<file path="src/rtl/computie_bus_pkg.sv">
// Shared definitions for the Computie bus initiator.
// Holds the FSM state encoding and the request/response field offsets.
// The snooper record format uses the same offsets. Each offset is a function of
// the bus width so that every user derives the same layout.
package computie_bus_pkg;

  typedef enum logic [2:0] {
    ST_IDLE    = 3'd0,
    ST_ADDR    = 3'd1,
    ST_DATA    = 3'd2,
    ST_RESPOND = 3'd3,
    ST_RECOVER = 3'd4
  } state_t;

  // Request record: {read_write, addr, wdata}
  function automatic int req_rw_bit(input int bw);   return 2 * bw; endfunction
  function automatic int req_addr_lsb(input int bw); return bw;     endfunction
  function automatic int req_data_lsb(input int bw); return 0 * bw; endfunction

  // Response record: {error, read_write, rdata}
  function automatic int rsp_err_bit(input int bw);  return bw + 1; endfunction
  function automatic int rsp_rw_bit(input int bw);   return bw;     endfunction

  // Width of one counter that must hold the longest phase or the timeout.
  function automatic int phase_ctr_width(input int a, input int d, input int r, input int t);
    int m;
    m = a;
    if (d > m) m = d;
    if (r > m) m = r;
    if (t > m) m = t;
    return $clog2(m + 1);
  endfunction

endpackage

</file>
<file path="src/rtl/computie_bus_phase_timer.sv">
// Loadable down-counter. It times each bus phase and, when it is reloaded,
// the wait-extension timeout.
// Ports: clk/rst_n (async active low), load + load_val (takes priority over en),
//        en (decrement), done (count == 1).
// The count stops at 1 and never wraps. A stuck enable therefore keeps done
// asserted rather than producing a long false phase.
module computie_bus_phase_timer #(
  parameter int W = 8
) (
  input  logic         clk,
  input  logic         rst_n,
  input  logic         load,
  input  logic [W-1:0] load_val,
  input  logic         en,
  output logic         done
);
  localparam logic [W-1:0] ONE = W'(1);

  logic [W-1:0] count;

  always_ff @(posedge clk or negedge rst_n) begin
    if (!rst_n)                 count <= '0;
    else if (load)              count <= load_val;
    else if (en && count > ONE) count <= count - ONE;
  end

  assign done = (count == ONE);
endmodule

</file>
<file path="src/rtl/computie_bus_initiator.sv">
// Computie bus master. It takes {rw, addr, wdata} requests from a valid/ready
// stream and runs them as multiplexed address/data cycles. It returns one
// {error, rw, rdata} completion for each request.
// Ports: comm_clock, comm_reset (async active low); request_* in stream;
//        response_* out stream; cb_* bus pins; send_receive = transceiver dir.
// All outputs are registered. Each output takes its value for a state on the
// edge that enters that state.
module computie_bus_initiator
  import computie_bus_pkg::*;
#(
  parameter int BITWIDTH       = 32,
  parameter int ADDR_CYCLES    = 10,
  parameter int DATA_CYCLES    = 10,
  parameter int RECOVER_CYCLES = 4,
  parameter int TIMEOUT        = 255
) (
  input  logic                  comm_clock,
  input  logic                  comm_reset,
  input  logic                  request_valid,
  output logic                  request_ready,
  input  logic [2*BITWIDTH:0]   request_in,
  output logic                  response_valid,
  input  logic                  response_ready,
  output logic [BITWIDTH+1:0]   response_out,
  output logic                  cb_addr_strobe,
  output logic                  cb_data_strobe,
  output logic                  cb_read_write,
  output logic [BITWIDTH-1:0]   cb_ad_out,
  output logic                  cb_ad_oe,
  input  logic [BITWIDTH-1:0]   cb_ad_in,
  input  logic                  cb_wait,
  output logic                  send_receive
);
  localparam int CW      = phase_ctr_width(ADDR_CYCLES, DATA_CYCLES, RECOVER_CYCLES, TIMEOUT);
  localparam int Q_RW    = req_rw_bit(BITWIDTH);
  localparam int Q_ADDR  = req_addr_lsb(BITWIDTH);
  localparam int Q_DATA  = req_data_lsb(BITWIDTH);
  localparam int R_ERR   = rsp_err_bit(BITWIDTH);
  localparam int R_RW    = rsp_rw_bit(BITWIDTH);

  state_t                state;
  logic                  rw_q;
  logic [BITWIDTH-1:0]   wdata_q;
  logic                  ext;          // DATA has passed its counted length
  logic                  t_load, t_en, t_done;
  logic [CW-1:0]         t_val;
  logic                  accept, leave_data, timeout_hit;
  logic [BITWIDTH-1:0]   rdata_next;

  computie_bus_phase_timer #(.W(CW)) u_timer (
    .clk      (comm_clock),
    .rst_n    (comm_reset),
    .load     (t_load),
    .load_val (t_val),
    .en       (t_en),
    .done     (t_done)
  );

  // request_ready is 1 only in IDLE, so a handshake implies IDLE.
  always_comb begin
    accept      = request_valid && request_ready;
    // Extension continues while wait is seen. It ends when wait drops or the
    // timeout budget is used up.
    leave_data  = ext ? (!cb_wait || t_done) : (t_done && !cb_wait);
    timeout_hit = ext && cb_wait && t_done;
    rdata_next  = (timeout_hit || !rw_q) ? '0 : cb_ad_in;
  end

  // Timer control. Every phase entry reloads the timer. The same counter is
  // reloaded with TIMEOUT when DATA starts to extend.
  always_comb begin
    t_load = 1'b0;
    t_en   = 1'b0;
    t_val  = '0;
    case (state)
      ST_IDLE:    if (accept) begin t_load = 1'b1; t_val = CW'(ADDR_CYCLES); end
      ST_ADDR:    if (t_done) begin t_load = 1'b1; t_val = CW'(DATA_CYCLES); end
                  else t_en = 1'b1;
      ST_DATA:    if (!ext && t_done && cb_wait) begin t_load = 1'b1; t_val = CW'(TIMEOUT); end
                  else t_en = 1'b1;
      ST_RESPOND: if (response_ready) begin t_load = 1'b1; t_val = CW'(RECOVER_CYCLES); end
      ST_RECOVER: t_en = 1'b1;
      default:    ;
    endcase
  end

  always_ff @(posedge comm_clock or negedge comm_reset) begin
    if (!comm_reset) begin
      state          <= ST_IDLE;
      request_ready  <= 1'b0;
      response_valid <= 1'b0;
      response_out   <= '0;
      cb_addr_strobe <= 1'b1;
      cb_data_strobe <= 1'b1;
      cb_read_write  <= 1'b0;
      cb_ad_out      <= '0;
      cb_ad_oe       <= 1'b0;
      send_receive   <= 1'b0;
      rw_q           <= 1'b0;
      wdata_q        <= '0;
      ext            <= 1'b0;
    end else begin
      case (state)
        ST_IDLE: begin
          if (accept) begin
            state          <= ST_ADDR;
            request_ready  <= 1'b0;
            rw_q           <= request_in[Q_RW];
            wdata_q        <= request_in[Q_DATA +: BITWIDTH];
            cb_addr_strobe <= 1'b0;
            cb_read_write  <= request_in[Q_RW];
            cb_ad_out      <= request_in[Q_ADDR +: BITWIDTH];
            cb_ad_oe       <= 1'b1;
            send_receive   <= 1'b1;
          end else begin
            request_ready  <= 1'b1;
          end
        end
        ST_ADDR: begin
          if (t_done) begin
            state          <= ST_DATA;
            cb_data_strobe <= 1'b0;
            ext            <= 1'b0;
            if (rw_q) begin
              // Read: release the bus so the target can drive it.
              cb_ad_oe     <= 1'b0;
              send_receive <= 1'b0;
            end else begin
              cb_ad_out    <= wdata_q;
            end
          end
        end
        ST_DATA: begin
          if (!ext && t_done && cb_wait) ext <= 1'b1;
          if (leave_data) begin
            state          <= ST_RESPOND;
            cb_addr_strobe <= 1'b1;
            cb_data_strobe <= 1'b1;
            cb_ad_oe       <= 1'b0;
            send_receive   <= 1'b0;
            response_valid <= 1'b1;
            response_out[R_ERR]          <= timeout_hit;
            response_out[R_RW]           <= rw_q;
            response_out[BITWIDTH-1:0]   <= rdata_next;
          end
        end
        ST_RESPOND: begin
          if (response_ready) begin
            state          <= ST_RECOVER;
            response_valid <= 1'b0;
          end
        end
        ST_RECOVER: begin
          if (t_done) begin
            state         <= ST_IDLE;
            request_ready <= 1'b1;
          end
        end
        default: state <= ST_IDLE;
      endcase
    end
  end
endmodule

</file>
<file path="config.mk">
export PLATFORM = sky130hd
export DESIGN_NAME = computie_bus_initiator
export DESIGN_NICKNAME = d
export VERILOG_FILES = /design/src/rtl/computie_bus_pkg.sv /design/src/rtl/computie_bus_phase_timer.sv /design/src/rtl/computie_bus_initiator.sv
export SDC_FILE = /design/constraint.sdc
export NUM_CORES = 1
export LEC_CHECK = 0
export CORE_MARGIN = 2
export CORE_UTILIZATION = 35
export CTS_CLUSTER_SIZE = 12
export DETAILED_ROUTE_END_ITERATION = 10
export GPL_TIMING_DRIVEN = 0
export PLACE_DENSITY_LB_ADDON = 0.25
export SLEW_MARGIN = 20
export SYNTH_ARGS = -nofsm -noshare
export SYNTH_HDL_FRONTEND = slang
export SYNTH_SLANG_ARGS = --single-unit
</file>
<file path="constraint.sdc">
create_clock -name comm_clock -period 1.7 [get_ports comm_clock]
set_clock_uncertainty 0.1 [all_clocks]
set_input_delay 0.51 -clock comm_clock [delete_from_list [all_inputs] [get_ports comm_clock]]
set_output_delay 0.51 -clock comm_clock [all_outputs]
set_load 0.02 [all_outputs]
</file>
==> metrics.sh, run 1 <==
SETUP_WS_NS=-0.271
DIE_WIDTH_UM=127
SYNTH_EDF_COUNT=0
FINAL_MIN_PERIOD_OVER_CLOCK_PERIOD_PCT=116
YS_TYPES=55
FINAL_HOLD_VIOL_COUNT=0
REG2REG_SLACK_NS=-0.27
RR_STARTPOINT='u_timer.count[1]$_DFFE_PN0P_'
GRT_PASS1_WL_UM=26800
ARRIVAL_NS=2.17
POWER-PER-CELL-AREA_nW_PER_UM2=1870
DRIVE_GT1_SHARE_PCT=56.0
MAX_SLEW.WORST_PIN.SLEW_NS=0.555
YOSYSSEQAREASHARE_PCT=55.0
GP_ROUTABILITY_CONGESTION=0.820
SYNTH_FF_TYPE='dfrtp_1'
SYNTH-SEQ-CELLS=116
MIN_PATH_TYPE='flip-flop to flip-flop'
SLEW_VIOL_FINAL=0
HPWL_UM=10400
RESULT_OF_THE_RUN='finished with violations'
RSZ0062_AT_GRT='yes'
CRIT_REQUIRED_NS=1.90
CORE.ROWCOUNT=44
SYNTHESIS.YOSYS.WARNINGS=0
CTS_BUFFERS=17
CHIPHEIGHT_UM=127
FINAL-SETUP-VIOL-COUNT=112
PATH_CLASS='flip-flop to flip-flop'
CRIT_PATH_START_KIND='flip-flop'
CLOCKROOTBUFFER='clkbuf_16'
R2R.WORST_PATH.CELLS=10
IRDROPWORSTVDD_mV=1.07
GLOBALROUTETOTALUTIL_PCT=21.4
SLEW_HEADROOM_PCT=63.0
END_KIND='flip-flop'
POST_DRT_VIA_CELL_RATIO=5.10
CRITICAL_PATH.REG2REG.ENDPOINT='response_out[15]$_DFFE_PN0P_'
SETUP_TOTAL_NEGATIVE_SLACK_NS=-18.22
PORT_BUFFERS=174
CTS_TREE='yes'
MOST_USED_CELLS_IN_THE_LAYOUT_EXCLUDING_FILL_AND_TAP_CELLS='109 x dfrtp_1, 98 x clkdlybuf4s50_1, 66 x buf_2'
CTS_NUM_SINKS=116
FRACTION_OF_SYNTHESIS_FLOPS_USING_AN_ASYNCHRONOUS_SET_OR_RESET_PIN_PCT=100
SYNTHDOMINANTAREACELLTYPE='dfrtp_1'
PERIOD_MINUS_SLACK_NS=1.97
MAXCAPVIOLCOUNT=0
GRT_MAX_DEGREE=63
COUNT_OF_MAPPED_CELLS_OUT_OF_SYNTHESIS=488
DIE-AREA_UM2=16100
WORSTSETUPSTARTPOINT='u_timer.count[1]$_DFFE_PN0P_'
GRT_ANTENNA_BEFORE_REPAIR=0
FAILING_CHECKS='negative setup slack'
MAX-CLOCK-PATH-BUFFERS=2
CTS_HTREE_LEVELS=4
INSERTEDDIODECOUNT=0
WL_PER_CELL_UM=19.0
PRE_CTS_SETUP_SLACK_NS=-0.933
CLK-INSERTION-DELAY-LATE_NS=0.41
DRT-INITIAL-DRC-COUNT=239
VIAS_IN_THE_FIRST_GLOBAL_ROUTE=5145
FINAL_NETS=853
P_LEAK_nW=4.52
LAYOUT-AREA-OVERHEAD-VS-SYNTH_PCT=82.5
ANT_NETS=0
MIN_FROM='cb_data_strobe$_DFFE_PN1P_'
MAX_FREQ_MHz=507
PIN_COUNT=175
CORE_UM2=14600
INITIAL_CORE_UTIL_PCT=36.1
POST-SYNTH-TOP-AREA-FRACTION_PCT=54.0
SYNTH.AVG_CELL_AREA_UM2=10.8
PATH_CLK_SLEW_NS=0.05
GRT-OVFL-TOTAL=0
POSTSYNTHNETCOUNT=592
CRIT_PATH_END='response_out[15]$_DFFE_PN0P_'
WIRELENGTH_UM=17900
DETAIL_ROUTE.DRC_VIOLATIONS=0
POST_SYNTH_MAIN_AREA_CONTRIBUTORS='dfrtp_1 54%, nand2_1 8.0%, mux2_2 7.0%'
DETAILROUTE.VIA_COUNT=4824
PATH_MAX_FANOUT=6
LAYOUT_COMMONEST_CELL='dfrtp_1'
MAPPEDNETLISTAREA_UM2=5280
DRT_FIRST_PASS_ITERS=4
==> worst min-delay path by stage <==
stage	cells after the start	to	slack, ns
global placement	2	response_valid$_DFFE_PN0P_	0.35
detailed placement	2	response_valid$_DFFE_PN0P_	0.36
CTS	2	response_valid$_DFFE_PN0P_	0.37
global route	2	cb_data_strobe$_DFFE_PN1P_	0.38
finish	2	cb_data_strobe$_DFFE_PN1P_	0.37
floorplan	0	cb_ad_out[0]$_DFFE_PN0P_	0.11
==> cells by family (layout without fill, tap and decap cells) <==
kind of cell / after synthesis / in the layout / share of synthesized area, %
simple gates: 153 / 153 / 13.4
flops: 116 / 116 / 55.0
compound gates: 108 / 108 / 12.4
mux: 65 / 65 / 13.1
buf+inv: 41 / 314 / 5.12
xor+xnor: 3 / 3 / 0.498
fa+ha+maj: 2 / 2 / 0.474
==> worst max-delay path: stages (launching register included) <==
cell and delay [ns]:
dfrtp_1 0.39, inv_2 0.09, ha_4 0.13, nor3b_4 0.24, a41oi_2 0.16, nand2b_4 0.21, buf_12 0.17, buf_12 0.13
buf_8 0.13, nand2_2 0.06, o21ai_2 0.05
==> per-stage QoR <==
| step | power [W] | utilization [%] | cell area, µm² | hold WS [ns] | cells |
|---|---|---|---|---|---|
| after floorplan | 0.00889 | - | 5510 | 0.114 | 488 |
| after global placement | 0.0113 | 51.1 | 7490 | 0.354 | 846 |
| after detailed placement | 0.0115 | 51.3 | 7510 | 0.356 | 847 |
| after CTS | 0.0167 | 63.0 | 9230 | 0.368 | 933 |
| after global routing | 0.0190 | 65.8 | 9640 | 0.381 | 945 |
| final | 0.0180 | 65.8 | 9640 | 0.368 | 945 |
==> timing repair <==
item,4_1_cts,5_1_grt
pin swaps,49,96
cloned,10,9
endpoints found under the hold margin,54,0
gates resized for setup,415,246
hold buffers,1,0
endpoints found under the setup margin,186,161
setup buffers,48,7
==> power by group <==
part	switching, W	internal, W
sequential	0.000946	0.00398
combinational	0.00458	0.00470
clock	0.00127	0.00255
total	0.00679	0.0112
==> state kept, by name, indices dropped and copies added (netlist names) <==
name and flops:
cb_ad_out 32, cb_addr_strobe 1, cb_data_strobe 1, ext 1, request_ready 1, response_out 34, response_valid 1, rw_q 1
send_receive 1, state 3, u_timer.count 8, wdata_q 32
==> per-layer routing <==
layer  global-route usage, %  vias to the layer above  wire (µm)
li1                        -                     2225          -
met1                    25.2                     2410       7330
met2                    37.7                      147       9450
met3                    5.36                       42        734
met4                    8.21                        0        407
met5                       0                        -          0
==> Yosys cell counts (4+ instances only) <==
| master | number |
|---|---|
| nand2_1 | 113 |
| buf_6 | 11 |
| buf_4 | 4 |
| a21oi_1 | 12 |
| mux2_2 | 33 |
| o21ai_1 | 10 |
| o21ai_0 | 62 |
| inv_1 | 8 |
| dfrtp_1 | 114 |
| nor2b_1 | 5 |
| buf_2 | 13 |
| nor2_1 | 10 |
| mux2i_1 | 32 |
==> layout make-up <==
cell class | count | area (µm²)
multi-input combinational | 331 | 3050
clock inverter | 9 | 151
tap | 184 | 230
inverter | 8 | 30.0
buffer | 27 | 413
fill | 1096 | 5010
timing repair buffer | 248 | 2370
clock buffer | 22 | 474
sequential | 116 | 2910
No activity file was read; power rests on OpenSTA's default activity.
==> inputs of run 2 (changes only) <==
GPL_ROUTABILITY_DRIVEN = 0   (was default)
PLACE_DENSITY = 0.68   (was default)
PLACE_DENSITY_LB_ADDON = default   (was 0.25)
REMOVE_ABC_BUFFERS = 1   (was default)
==> run 2 against run 1 <==
Net effect:
- the flow still finishes with violations (negative setup slack)
- die area is the same
- largest cell class unchanged
- non-clock buffer count shrank 1
- final area shrank 0.91%
- global-route usage shrank 0.78 points
- sequential power grew 1%
- hold slack gained 0.0060 ns
- largest power group unchanged
- fmax shrank 1.5%
- combinational power grew 2%
- sequential cell count is the same
- clock power is essentially flat
- register-to-register slack lost 0.03 ns
- cell count grew 0.32%
- critical endpoint is now cb_ad_out[17]$_DFFE_PN0P_
==> metrics.sh, run 2 (synthesis results as in run 1) <==
RESULT_OF_THE_RUN='finished with violations'
FAILING_CHECKS='negative setup slack'
FINAL.HOLD.WORST_SLACK_NS=0.374  # +0.00599 ns
CORE_UM2=14600  # unchanged
POSTLAYOUTCELLAREA_UM2=9550  # -0.91%
CHIPHEIGHT_UM=127  # unchanged
FINAL_HOLD_VIOL_COUNT=0  # unchanged
DRT-INITIAL-DRC-COUNT=172  # -28%
PORT_BUFFERS=174  # unchanged
GRT-OVFL-TOTAL=0  # unchanged
PRE_CTS_SETUP_SLACK_NS=-1.02  # -0.0829 ns
INSERTEDDIODECOUNT=0  # unchanged
CTS_TREE='yes'
SLEW_HEADROOM_PCT=67.8  # +4.8 points
PIN_COUNT=175  # unchanged
POST_DRT_VIA_CELL_RATIO=5.15  # +0.94%
DETAIL_ROUTE.DRC_VIOLATIONS=0  # unchanged
MIN_PATH_TYPE='flip-flop to flip-flop'
END_KIND='flip-flop'
FILLCELLCOUNT=1086  # -0.91%
FINAL-SEQ-AREA_UM2=2920  # +0.26%
CTS_NUM_SINKS=116  # unchanged
HOLD_DEPTH=2  # unchanged
SETUP_WS_NS=-0.301  # -0.0293 ns
MAX_FREQ_MHz=500  # -1.5%
PATH_CLK_SLEW_NS=0.06  # about the same
GRT_PASS1_WL_UM=25900  # -3.2%
LARGEST_REG_FLOPS=34  # unchanged
PATH_MAX_FANOUT=8  # +2
PERIOD_MINUS_SLACK_NS=2.00  # +0.0293 ns
GLOBAL_ROUTING_MET2_RESOURCE_UTILIZATION_PCT=36.6  # -1.1 points
MIN_FROM='cb_data_strobe$_DFFE_PN1P_'
FINAL_MIN_PERIOD_OVER_CLOCK_PERIOD_PCT=118  # +1.7 points
RSZ0062_AT_GRT='yes'
CLK-INSERTION-DELAY-LATE_NS=0.41  # about the same
MAX-CLOCK-PATH-BUFFERS=2  # unchanged
GRT_MAX_DEGREE=80  # +27%
FINAL_NETS=855  # +0.23%
CORE.ROWCOUNT=44  # unchanged
DIE-AREA_UM2=16100  # unchanged
MET1_GLOBAL_ROUTE_USAGE_PCT=23.4  # -1.9 points
MAXCAPVIOLCOUNT=0  # unchanged
GRT_ANTENNA_BEFORE_REPAIR=0  # unchanged
CTS_HTREE_LEVELS=4  # unchanged
LAYOUT-AREA-OVERHEAD-VS-SYNTH_PCT=80.9
DRT_FIRST_PASS_ITERS=4  # unchanged
INITIAL_CORE_UTIL_PCT=36.1  # unchanged
LAYOUT_COMMONEST_CELL='dfrtp_1'
CRIT_SLOWEST_CELL='dfrtp_1'
RR_STARTPOINT='u_timer.count[1]$_DFFE_PN0P_'
CRIT_PATH_START_KIND='flip-flop'
DETAILROUTE.VIA_COUNT=4885  # +1.3%
CLOCKROOTBUFFER='clkbuf_16'
IRDROPWORSTVDD_mV=1.09  # +2.7%
HOLDPATHEND='cb_data_strobe$_DFFE_PN1P_'
POWER-PER-CELL-AREA_nW_PER_UM2=1910  # +2.0%
R2R.WORST_PATH.CELLS=10  # unchanged
GRT_MOST_USED_LAYER='met2'
VIAS_IN_THE_FIRST_GLOBAL_ROUTE=4998  # -2.9%
ARRIVAL_NS=2.20  # +0.03 ns
MOST_USED_CELLS_IN_THE_LAYOUT_EXCLUDING_FILL_AND_TAP_CELLS='107 x dfrtp_1, 98 x clkdlybuf4s50_1, 67 x nand2_1'
POST_DP_CELL_AREA_UM2=7230  # -3.8%
CRIT_REQUIRED_NS=1.90  # about the same
GLOBALROUTETOTALUTIL_PCT=20.7  # -0.78 points
MAX_SLEW.WORST_PIN.SLEW_NS=0.484  # -0.0715 ns
FINISH.UTILIZATION_PCT=65.2  # -0.60 points
SLEW_VIOL_FINAL=0  # unchanged
DRIVE_GT1_SHARE_PCT=50.8  # -5.2 points
LARGEST_REGISTER='response_out'
WIRELENGTH_UM=18000  # +0.30%
MULTI_INPUT_COMB_AREA_UM2=2980  # -2.4%
CTS_BUFFERS=17  # unchanged
HPWL_UM=9540  # -8.0%
TIMING.CRITICAL_PATH.MAX_DELAY_FAMILY='buffers and inverters'
CRIT_CHAIN='inv_2, ha_4, nor3b_4, buf_4, and4_4, o211ai_4, buf_12, buf_16, nand2_4, o21ai_2'
REG2REG_SLACK_NS=-0.30  # -0.03 ns
PATH_CLASS='flip-flop to flip-flop'
P_LEAK_nW=4.37  # -3.4%
CRITICAL_PATH.REG2REG.ENDPOINT='cb_ad_out[17]$_DFFE_PN0P_'
CP_SLOWEST_STAGE_DELAY_NS=0.39  # about the same
FINAL-SETUP-VIOL-COUNT=110  # -1.8%
LAYOUT_TOP_REGISTERS='response_out x34, cb_ad_out x32, wdata_q x32'
DIE_WIDTH_UM=127  # unchanged
ANT_NETS=0  # unchanged
WL_PER_CELL_UM=19.0  # about the same
GRT_USE_MET3_PCT=6.37  # +1.0 points
CRIT_BUF_INV=4  # unchanged
-- run 2: changes by cell type in the layout (fill, tap and decap cells not counted), sizes merged --
cell,delta
a31oi,+1
buf,-16
clkbuf,-1
clkdlybuf4s15,+15
clkinvlp,+1
inv,+1
nand2b,+2
-- run 2: layout make-up --
type	count	share of cell area (%)
tap	184	2.41
timing repair buffer	274	28.8
multi-input combinational	334	31.2
sequential	116	30.6
clock inverter	11	1.83
clock buffer	21	4.82
inverter	8	0.314
-- run 2: worst reg2reg max path, delay by kind of cell (launching register included) --
kind | cells | cell delay, ns
simple gates | 3 | 0.52
compound gates | 2 | 0.16
flops | 1 | 0.39
fa+ha+maj | 1 | 0.13
buf+inv | 4 | 0.59
-- run 2: report_power, final --
group	switching (W)	total (W)	internal, W
sequential	0.000978	0.00497	0.00399
combinational	0.00454	0.00944	0.00490
clock	0.00128	0.00382	0.00254
-- run 2: metrics by stage --
stage / instances / setup TNS (ns) / total power [W]
global placement: 813 / -918.57 / 0.0100
finish: 948 / -23.49 / 0.0182
floorplan: 455 / -208.64 / 0.00793
detailed placement: 826 / -82.27 / 0.0110
global route: 948 / -29.03 / 0.0192
CTS: 924 / -9.51 / 0.0170
-- run 2: repair_timing --
| action | CTS | global route |
|---|---|---|
| endpoints found under the setup margin | 184 | 155 |
| pin swaps | 34 | 66 |
| hold buffers | 1 | 0 |
| buffers inserted | 58 | 17 |
| gates cloned | 8 | 9 |
| resized for setup | 406 | 191 |
| hold endpoints to repair | 37 | 0 |
-- run 2: layer usage --
layer / vias to the layer above / part of all wire [%]
met3: 50 / 6.3
met4: 0 / 3.4
met5: - / 0
met2: 190 / 52
li1: 2224 / -
met1: 2421 / 38
-- run 2: worst max path at each step --
stage                                             from                           end  slack (ns)  cells after the start
final                     u_timer.count[1]$_DFFE_PN0P_     cb_ad_out[17]$_DFFE_PN0P_       -0.30                     10
after CTS                 u_timer.count[3]$_DFFE_PN0P_  u_timer.count[7]$_DFFE_PN0P_       -0.18                      4
after global placement            state[0]$_DFFE_PN0P_     cb_ad_out[25]$_DFFE_PN0P_       -5.58                      3
after global routing      u_timer.count[1]$_DFFE_PN0P_  response_out[27]$_DFFE_PN0P_       -0.36                      9
after detailed placement                       cb_wait  response_out[10]$_DFFE_PN0P_       -1.02                      6
after floorplan                   state[0]$_DFFE_PN0P_  u_timer.count[4]$_DFFE_PN0P_       -3.14                      5
==> inputs of run 3 (changes only) <==
CORE_MARGIN = 3   (was 2)
==> run 3 against run 2 <==
Net effect:
- the run still ends with negative setup slack left
- combinational power decreased by 11%
- register-to-register slack got worse by 0.02 ns
- final area decreased by 5.2%
- first-iteration DRC count increased by 4.7%
- core utilization decreased by 3.4 points
- clock-buffer cell count increased by 1
- routed wire length decreased by 5.1%
- critical endpoint is now response_out[22]$_DFFE_PN0P_
- largest power group unchanged
==> metrics.sh, run 3 (synthesis results as in run 1) <==
RESULT_OF_THE_RUN='finished with violations'
CTS_NUM_SINKS=116  # unchanged
CLK-INSERTION-DELAY-LATE_NS=0.41  # about the same
MIN_PATH_TYPE='flip-flop to flip-flop'
GRT_PASS1_WL_UM=25600  # -1.1%
GLOBALROUTETOTALUTIL_PCT=19.8  # -0.86 points
FINAL_NETS=830  # -2.9%
FINAL_MIN_PERIOD_OVER_CLOCK_PERIOD_PCT=119  # +1.3 points
PATH_CLASS='flip-flop to flip-flop'
HOLD_DEPTH=2  # unchanged
GRT_MAX_DEGREE=61  # -24%
WORSTSETUPSTARTPOINT='u_timer.count[1]$_DFFE_PN0P_'
MAXCAPVIOLCOUNT=0  # unchanged
DRIVE_GT1_SHARE_PCT=43.6  # -7.2 points
LARGEST_REGISTER='response_out'
CORE.ROWCOUNT=44  # unchanged
RR_STARTPOINT='u_timer.count[1]$_DFFE_PN0P_'
GRT_USE_MET3_PCT=7.43  # +1.1 points
LARGEST_REG_FLOPS=34  # unchanged
PATH_CLK_SLEW_NS=0.05  # about the same
FINAL-SETUP-VIOL-COUNT=113  # +2.7%
REG2REG_SLACK_NS=-0.32  # -0.02 ns
CP_SLOWEST_STAGE_DELAY_NS=0.40  # about the same
LAYOUT_COMMONEST_CELL='dfrtp_1'
INSERTEDDIODECOUNT=0  # unchanged
CRIT_BUF_INV=4  # unchanged
SETUP_TOTAL_NEGATIVE_SLACK_NS=-24.18  # -0.692 ns
MAX_SLEW.WORST_PIN.SLEW_NS=0.577  # +0.0931 ns
CHIPHEIGHT_UM=129  # +1.6%
CRIT_CHAIN='inv_2, ha_4, nor3b_4, buf_6, a41oi_4, nand2b_4, buf_12, buf_16, nand2_1, o21ai_1'
FINAL_HOLD_VIOL_COUNT=0  # unchanged
GRT_ANTENNA_BEFORE_REPAIR=0  # unchanged
GRT_MOST_USED_LAYER='met2'
FINAL.HOLD.WORST_SLACK_NS=0.376  # +0.00276 ns
PIN_COUNT=175  # unchanged
PERIOD_MINUS_SLACK_NS=2.02  # +0.0229 ns
CTS_BUFFERS=17  # unchanged
PATH_MAX_FANOUT=7  # -1
INITIAL_CORE_UTIL_PCT=36.1  # unchanged
LAYOUT-AREA-OVERHEAD-VS-SYNTH_PCT=71.5
END_KIND='flip-flop'
VIAS_IN_THE_FIRST_GLOBAL_ROUTE=5036  # +0.76%
PORT_BUFFERS=174  # unchanged
SLEW_HEADROOM_PCT=61.5  # -6.2 points
DRT_FIRST_PASS_ITERS=4  # unchanged
DETAILROUTE.VIA_COUNT=4699  # -3.8%
CTS_HTREE_LEVELS=4  # unchanged
CRIT_CELLS=10  # unchanged
CRIT_PATH_END='response_out[22]$_DFFE_PN0P_'
SLEW_VIOL_FINAL=0  # unchanged
CORE_UM2=14600  # unchanged
MOST_USED_CELLS_IN_THE_LAYOUT_EXCLUDING_FILL_AND_TAP_CELLS='106 x dfrtp_1, 98 x clkdlybuf4s50_1, 81 x nand2_1'
CTS_TREE='yes'
FAILING_CHECKS='negative setup slack'
DIE_WIDTH_UM=129  # +1.6%
PRE_CTS_SETUP_SLACK_NS=-1.22  # -0.202 ns
POST-LAYOUT-TOTAL-POWER_W=0.0169  # -7.2%
MAX_FREQ_MHz=494  # -1.1%
ARRIVAL_NS=2.21  # about the same
POWER-PER-CELL-AREA_nW_PER_UM2=1870  # -2.1%
POSTLAYOUTCELLAREA_UM2=9050  # -5.2%
IRDROPWORSTVDD_mV=1.02  # -6.4%
ANT_NETS=0  # unchanged
MET1_GLOBAL_ROUTE_USAGE_PCT=21.7  # -1.6 points
DETAIL_ROUTE.DRC_VIOLATIONS=0  # unchanged
CRIT_SLOWEST_CELL='dfrtp_1'
MAX-CLOCK-PATH-BUFFERS=2  # unchanged
HPWL_UM=9840  # +3.1%
CLOCKROOTBUFFER='clkbuf_16'
WL_PER_CELL_UM=18.5  # -2.3%
P_LEAK_nW=4.09  # -6.4%
SETUP_WS_NS=-0.324  # -0.0229 ns
GRT-OVFL-TOTAL=0  # unchanged
POST_DRT_VIA_CELL_RATIO=5.10  # -0.99%
DRT-INITIAL-DRC-COUNT=180  # +4.7%
TIMING.CRITICAL_PATH.MAX_DELAY_FAMILY='buffers and inverters'
CRIT_REQUIRED_NS=1.89  # about the same
DIE-AREA_UM2=16600  # +3.2%
WIRELENGTH_UM=17100  # -5.1%
RSZ0062_AT_GRT='yes'
LAYOUT_TOP_REGISTERS='response_out x34, cb_ad_out x32, wdata_q x32'
GLOBAL_ROUTING_MET2_RESOURCE_UTILIZATION_PCT=35.0  # -1.7 points
R2R.WORST_PATH.CELLS=10  # unchanged
POST_DP_CELL_AREA_UM2=7210  # -0.16%
CRITICAL_PATH.REG2REG.ENDPOINT='response_out[22]$_DFFE_PN0P_'
CRIT_PATH_START_KIND='flip-flop'
run 3: tightest hold or removal path, cell delays in order, from the launching register on:
cell and delay, ns:
dfrtp_1 0.34, nand2_1 0.04, o21ai_0 0.06
run 3: how the worst min path moves through the flow:
| stage | from | end | slack [ns] |
|---|---|---|---|
| 4_1_cts | cb_addr_strobe$_DFFE_PN1P_ | cb_addr_strobe$_DFFE_PN1P_ | 0.38 |
| 5_1_grt | cb_addr_strobe$_DFFE_PN1P_ | cb_addr_strobe$_DFFE_PN1P_ | 0.39 |
| 6_report | response_out[27]$_DFFE_PN0P_ | response_out[27]$_DFFE_PN0P_ | 0.38 |
| 3_5_place_dp | cb_addr_strobe$_DFFE_PN1P_ | cb_addr_strobe$_DFFE_PN1P_ | 0.37 |
| 3_3_place_gp | cb_addr_strobe$_DFFE_PN1P_ | cb_addr_strobe$_DFFE_PN1P_ | 0.36 |
| 2_1_floorplan | comm_reset | cb_ad_out[0]$_DFFE_PN0P_ | 0.11 |
run 3: layout make-up:
| cell class | count | area, µm² |
|---|---|---|
| multi-input cells | 332 | 2660 |
| flip-flops and latches | 116 | 2920 |
| inverters | 8 | 30.0 |
| clock inverters | 8 | 125 |
| clock buffers | 22 | 484 |
| fillers | 1160 | 5590 |
| well taps | 184 | 230 |
| repair buffers | 251 | 2610 |
run 3: metal layers:
layer  vias up  wire length [µm]
met3        31              1370
met1      2315              6580
met4         0               347
met5         -                 0
met2       182              8750
li1       2171                 -
run 3: where the power goes:
part / switching [W] / total (W) / internal, W / leakage [nW]
logic: 0.00410 / 0.00838 / 0.00428 / 2.34
clock network: 0.00123 / 0.00367 / 0.00244 / 0.286
registers: 0.000881 / 0.00487 / 0.00399 / 1.46
total: 0.00621 / 0.0169 / 0.0107 / 4.09
run 3: timing repair:
| action | CTS | global route |
|---|---|---|
| gates cloned | 6 | 5 |
| pin swaps | 15 | 37 |
| hold buffers | 1 | 0 |
| setup buffers | 42 | 15 |
| setup endpoints to repair | 185 | 146 |
| endpoints found under the hold margin | 38 | 0 |
| resized for setup | 318 | 177 |
run 3: metrics by stage:
step	instances	util (%)
finish	921	61.8
global route	921	61.8
CTS	905	59.8
detailed placement	826	49.3
global placement	813	47.9
floorplan	455	-
